$ cat src/rtl/iter_shifter_pkg.sv
`default_nettype none
// ============================================================================
// Module      : iter_shifter_pkg
// Description : Shared widths, shift-op encodings and FSM state encoding for
//               the iterative shifter.
// Revision    : 1.0 - initial release
// ============================================================================
package iter_shifter_pkg;

  localparam int DATA_W = 16;
  localparam int AMT_W  = 4;

  typedef enum logic [1:0] {
    SH_NONE = 2'b00,
    SH_LSL  = 2'b01,
    SH_LSR  = 2'b10,
    SH_ASR  = 2'b11
  } shift_op_e;

  typedef enum logic [1:0] {
    ST_IDLE = 2'd0,
    ST_RUN  = 2'd1,
    ST_DONE = 2'd2
  } state_e;

endpackage
`default_nettype wire

$ cat src/rtl/iter_shifter_shift_step.sv
`default_nettype none
// ============================================================================
// Module      : shift_step
// Description : Combinational single-step shifter. Shifts by one position,
//               or by two when 'two' is set, according to the op.
// Revision    : 1.0 - initial release
// ============================================================================
module shift_step
  import iter_shifter_pkg::*;
(
  input  logic [DATA_W-1:0] din,
  input  shift_op_e         op,
  input  logic              two,
  output logic [DATA_W-1:0] dout
);

  // One shift step; vacated bits get 0 for logical ops, the old MSB for ASR
  always_comb begin
    dout = din;
    unique case (op)
      SH_LSL: dout = two ? {din[DATA_W-3:0], 2'b00} : {din[DATA_W-2:0], 1'b0};
      SH_LSR: dout = two ? {2'b00, din[DATA_W-1:2]} : {1'b0, din[DATA_W-1:1]};
      SH_ASR: dout = two ? {{2{din[DATA_W-1]}}, din[DATA_W-1:2]}
                         : {din[DATA_W-1], din[DATA_W-1:1]};
      default: dout = din;
    endcase
  end

endmodule
`default_nettype wire

$ cat src/rtl/iter_shifter.sv
`default_nettype none
// ============================================================================
// Module      : iter_shifter
// Description : Iterative 16-bit shifter. A start in IDLE/DONE captures the
//               operand, op and distance; the RUN state then shifts the result
//               register one step per cycle until the counter reaches zero.
//               Optional macro ITER_SHIFTER_DUAL_STEP_EN shifts two positions
//               per cycle while at least two remain (same result, lower
//               latency).
// Revision    : 1.0 - initial release
// ============================================================================
module iter_shifter
  import iter_shifter_pkg::*;
(
  input  logic              clk,
  input  logic              reset,
  input  logic              start,
  input  logic [DATA_W-1:0] in,
  input  logic [1:0]        shift,
  input  logic [AMT_W-1:0]  amt,
  output logic              busy,
  output logic              done,
  output logic [DATA_W-1:0] sout
);

  state_e            state_q, state_d;
  shift_op_e         op_q, op_d;
  logic [AMT_W-1:0]  cnt_q, cnt_d;
  logic [DATA_W-1:0] sout_q, sout_d;
  logic              busy_q, busy_d;
  logic              done_q, done_d;

  logic              step_two;
  logic [AMT_W-1:0]  step_amt;
  logic [AMT_W-1:0]  cnt_next;
  logic [DATA_W-1:0] step_out;

`ifdef ITER_SHIFTER_DUAL_STEP_EN
  assign step_two = (cnt_q >= AMT_W'(2));
`else
  assign step_two = 1'b0;
`endif

  assign step_amt = step_two ? AMT_W'(2) : AMT_W'(1);
  assign cnt_next = cnt_q - step_amt;

  shift_step u_step (
    .din  (sout_q),
    .op   (op_q),
    .two  (step_two),
    .dout (step_out)
  );

  // Next-state logic: accept start outside RUN, iterate inside RUN
  always_comb begin
    state_d = state_q;
    op_d    = op_q;
    cnt_d   = cnt_q;
    sout_d  = sout_q;
    unique case (state_q)
      ST_RUN: begin
        sout_d = step_out;
        cnt_d  = cnt_next;
        if (cnt_next == '0) state_d = ST_DONE;
      end
      default: begin
        if (start) begin
          sout_d  = in;
          op_d    = shift_op_e'(shift);
          cnt_d   = amt;
          state_d = ((amt == '0) || (shift == SH_NONE)) ? ST_DONE : ST_RUN;
        end else begin
          state_d = ST_IDLE;
        end
      end
    endcase
    busy_d = (state_d == ST_RUN);
    done_d = (state_d == ST_DONE);
  end

  // State, counter, result and registered status flags
  always_ff @(posedge clk or negedge reset) begin
    if (!reset) begin
      state_q <= ST_IDLE;
      op_q    <= SH_NONE;
      cnt_q   <= '0;
      sout_q  <= '0;
      busy_q  <= 1'b0;
      done_q  <= 1'b0;
    end else begin
      state_q <= state_d;
      op_q    <= op_d;
      cnt_q   <= cnt_d;
      sout_q  <= sout_d;
      busy_q  <= busy_d;
      done_q  <= done_d;
    end
  end

  assign busy = busy_q;
  assign done = done_q;
  assign sout = sout_q;

endmodule
`default_nettype wire

$ cat config.mk
export PLATFORM = sky130hd
export DESIGN_NAME = iter_shifter
export DESIGN_NICKNAME = d
export VERILOG_FILES = /design/src/rtl/iter_shifter_pkg.sv /design/src/rtl/iter_shifter_shift_step.sv /design/src/rtl/iter_shifter.sv
export SDC_FILE = /design/constraint.sdc
export NUM_CORES = 1
export LEC_CHECK = 0
export CAP_MARGIN = 0
export CORE_UTILIZATION = 52
export DETAILED_ROUTE_END_ITERATION = 8
export GPL_ROUTABILITY_DRIVEN = 0
export PLACE_DENSITY = 0.85
export SYNTH_ARGS = -nofsm -noshare
export SYNTH_HDL_FRONTEND = slang
export SYNTH_SLANG_ARGS = --single-unit
$ cat constraint.sdc
create_clock -name clk -period 3.1 [get_ports clk]
set_clock_uncertainty 0.15 [all_clocks]
set_input_delay 0.31 -clock clk [delete_from_list [all_inputs] [get_ports clk]]
set_output_delay 0.31 -clock clk [all_outputs]
set_load 0.01 [all_outputs]
==> flow_metrics.py <==
metrics = {
    "setup_path": {
        "worstPathArrival_ps": 2140,
        "cp.buffers_inverters": 2,
        "cp_top_family": "multiplexers",
        "crit_path_end_kind": "flip-flop",
        "r2r_slack_ps": 1080,
        "path_cells": "clkdlybuf4s50_1 -> inv_1 -> mux2i_4 -> mux2_2",
        "cp_data_required_time_ps": 3170,
        "r2r-start": "state_q[0]",
        "slowest_stage": "clkdlybuf4s50_1",
        "rr_worst_depth": 3,
        "cp_max_fo": 15,
        "critPathMaxStageDelay_ps": 620,
        "r2r-end": "sout[0]",
        "critPathKind": "input pin to flip-flop",
        "critPathLaunchType": "input pin",
    },
    "die": {
        "start_util_pct": 54.5,
        "core-area_um2": 3030,
        "die-area_um2": 3410,
        "rows": 20,
        "die_h_um": 58.4,
        "ioPinCount": 43,
        "die_w_um": 58.4,
    },
    "logic_synthesis": {
        "synth.avg_cell_area_um2": 13.0,
        "synth.yosys.seq_area_share_pct": 39.4,
        "syn_inst": 127,
        "ys_warn_count": 0,
        "syn_nets": 154,
        "synthesis.area_um2": 1650,
        "synth_seq_cells": 26,
        "synth_top_area_share_pct": 39.4,
        "synth_cell_types": 32,
        "synthTopCellsByArea": "dfrtp_1 (39%), mux2_2 (21%), mux2_4 (15%)",
        "synth_top_cell_by_area": "dfrtp_1",
    },
    "grt": {
        "grt_pass1_vias": 1199,
        "grt_max_degree": 27,
        "grt_pass1_wl_um": 5490,
        "overflow": 0,
        "antenna_found_initial": 0,
        "track_usage_pct": 21.4,
    },
    "sta": {
        "tns_ps": 0,
        "worstMarginPinSlew_ps": 733,
        "timing.final.ws_setup_ps": 1030,
        "max_freq_mhz": 482,
        "final.period_utilization_pct": 66.9,
        "rsz0062_at_grt": "no",
        "hold_ws_ps": 184,
        "hold_violations": 0,
        "slew-limit-headroom_pct": 50.1,
        "finalCriticalPeriod_ps": 2070,
        "setup_viol": 0,
        "drv_slew": 0,
    },
    "clocking": {
        "cts_sinks": 26,
        "path_clk_slew_ps": 140,
        "ctsHoldBuffers": 0,
        "cts_setup_buffers": 0,
        "cts_buffers": 3,
        "root_buffer": "clkbuf_4",
        "cts_resized": 0,
        "cts_tree": "yes",
        "clock_path_buffers": 2,
        "insertion_delay_ps": 320,
        "h-tree-depth": 1,
    },
    "drt": {
        "post_drt_via_cell_ratio": 5.53,
        "finalWirelength_um": 3300,
        "ant_nets": 0,
        "first_pass_iters": 4,
        "wl_per_cell_um": 15.5,
        "drc": 0,
        "vias": 1172,
        "drt_iter0_markers": 44,
    },
    "power_and_ir_drop": {
        "ir_worst_vdd_mv": 0.513,
        "power.density_nw_per_um2": 1100,
        "total_power_mw": 2.31,
        "leakagePower_nw": 0.936,
    },
    "final_layout": {
        "drive_gt1_share_pct": 34.5,
        "nets": 197,
        "final_cell_area_um2": 2100,
        "diodes": 0,
        "areaGrowthSynthToFinish_pct": 27.0,
        "final_util_pct": 69.3,
        "final_cells": 212,
    },
    "place": {
        "place_area_um2": 2080,
        "dp_cells": 209,
        "dp_hpwl_um": 2430,
        "preCtsSetupSlack_ps": 696,
        "io_buffers": 42,
    },
    "worst_hold_path": {
        "min_path_type": "input pin to asynchronous set/reset pin",
    },
    "run_status": {
        "status": "finished, final reports clean",
    },
    "job": {
        "maxCapViolCount": 0,
    },
}
[cells in the mapped netlist, drive strengths merged]
| cell | number |
|---|---|
| mux2 | 47 |
| dfrtp | 26 |
| buf | 6 |
| inv | 5 |
| o21ai | 5 |
| mux2i | 4 |
| nand2 | 4 |
| a21oi | 3 |
| a211o | 2 |
| a211oi | 2 |
| ha | 2 |
| nor3 | 2 |
| nor3b | 2 |
| o211a | 2 |
| or3 | 2 |
| a41oi | 1 |
| and3b | 1 |
| and4bb | 1 |
| clkbuf | 1 |
| nand2b | 1 |
| nand3 | 1 |
| nor2 | 1 |
| nor2b | 1 |
| nor4b | 1 |
| o221a | 1 |
| or2 | 1 |
| or4 | 1 |
| xnor2 | 1 |
[flip-flops by register name (all words and copies together) (netlist names)]
register  flops
busy          1
cnt_q         4
done          1
op_q          2
sout         16
state_q       2
[per-layer routing]
layer  GRT usage [%]  share of wire [%]  vias up
met3            1.98                3.9        5
li1                -                  -      547
met5               0                  0        -
met2            37.6                 51       41
met4            7.14                1.2        0
met1            27.7                 44      579
[kinds of logic after synthesis]
logic type                 after synthesis  share of synthesized area (%)
DFF                                     26                           39.4
AOI/OAI and AO/OA                       16                           6.82
xor gates and xnor gates                 1                          0.530
buffers and inverters                   12                           5.61
and+or+nand+nor                         19                           7.27
muxes                                   51                           38.9
adders and majority gates                2                           1.51
[cell usage in the layout, fill, tap and decap left out, types with 2 or more instances in the layout]
cell type	n
mux2_4	16
dfrtp_1	26
or3_1	2
o21ai_0	5
ha_1	2
nand2_1	4
nor3_1	2
clkbuf_4	3
a21oi_1	3
buf_4	3
o211a_1	2
mux2i_1	3
inv_1	5
a211o_1	2
a211oi_1	2
nor3b_1	2
mux2_2	31
clkdlybuf4s50_1	42
[how the worst max path moves through the flow]
stage / start / to / slack (ps) / cells after the start
CTS: start / sout[0] / 1050 / 4
finish: start / sout[0] / 1030 / 4
global placement: start / sout[3] / 780 / 4
floorplan: state_q[1] / sout[10] / 1380 / 5
detailed placement: start / sout[0] / 700 / 4
global route: start / sout[0] / 950 / 4
[final cells by class]
cell class | count | area, µm²
Fill cell | 228 | 930
Timing Repair Buffer | 45 | 443
Multi-Input combinational cell | 89 | 908
Clock buffer | 3 | 22.5
Sequential cell | 26 | 651
Tap cell | 44 | 55.1
Inverter | 5 | 18.8
[power breakdown]
group / total, mW / internal, mW / switching (mW)
combinational: 1.47 / 0.954 / 0.515
clock: 0.144 / 0.0456 / 0.0988
sequential: 0.695 / 0.507 / 0.187
Power figures use the tool's default switching activity.
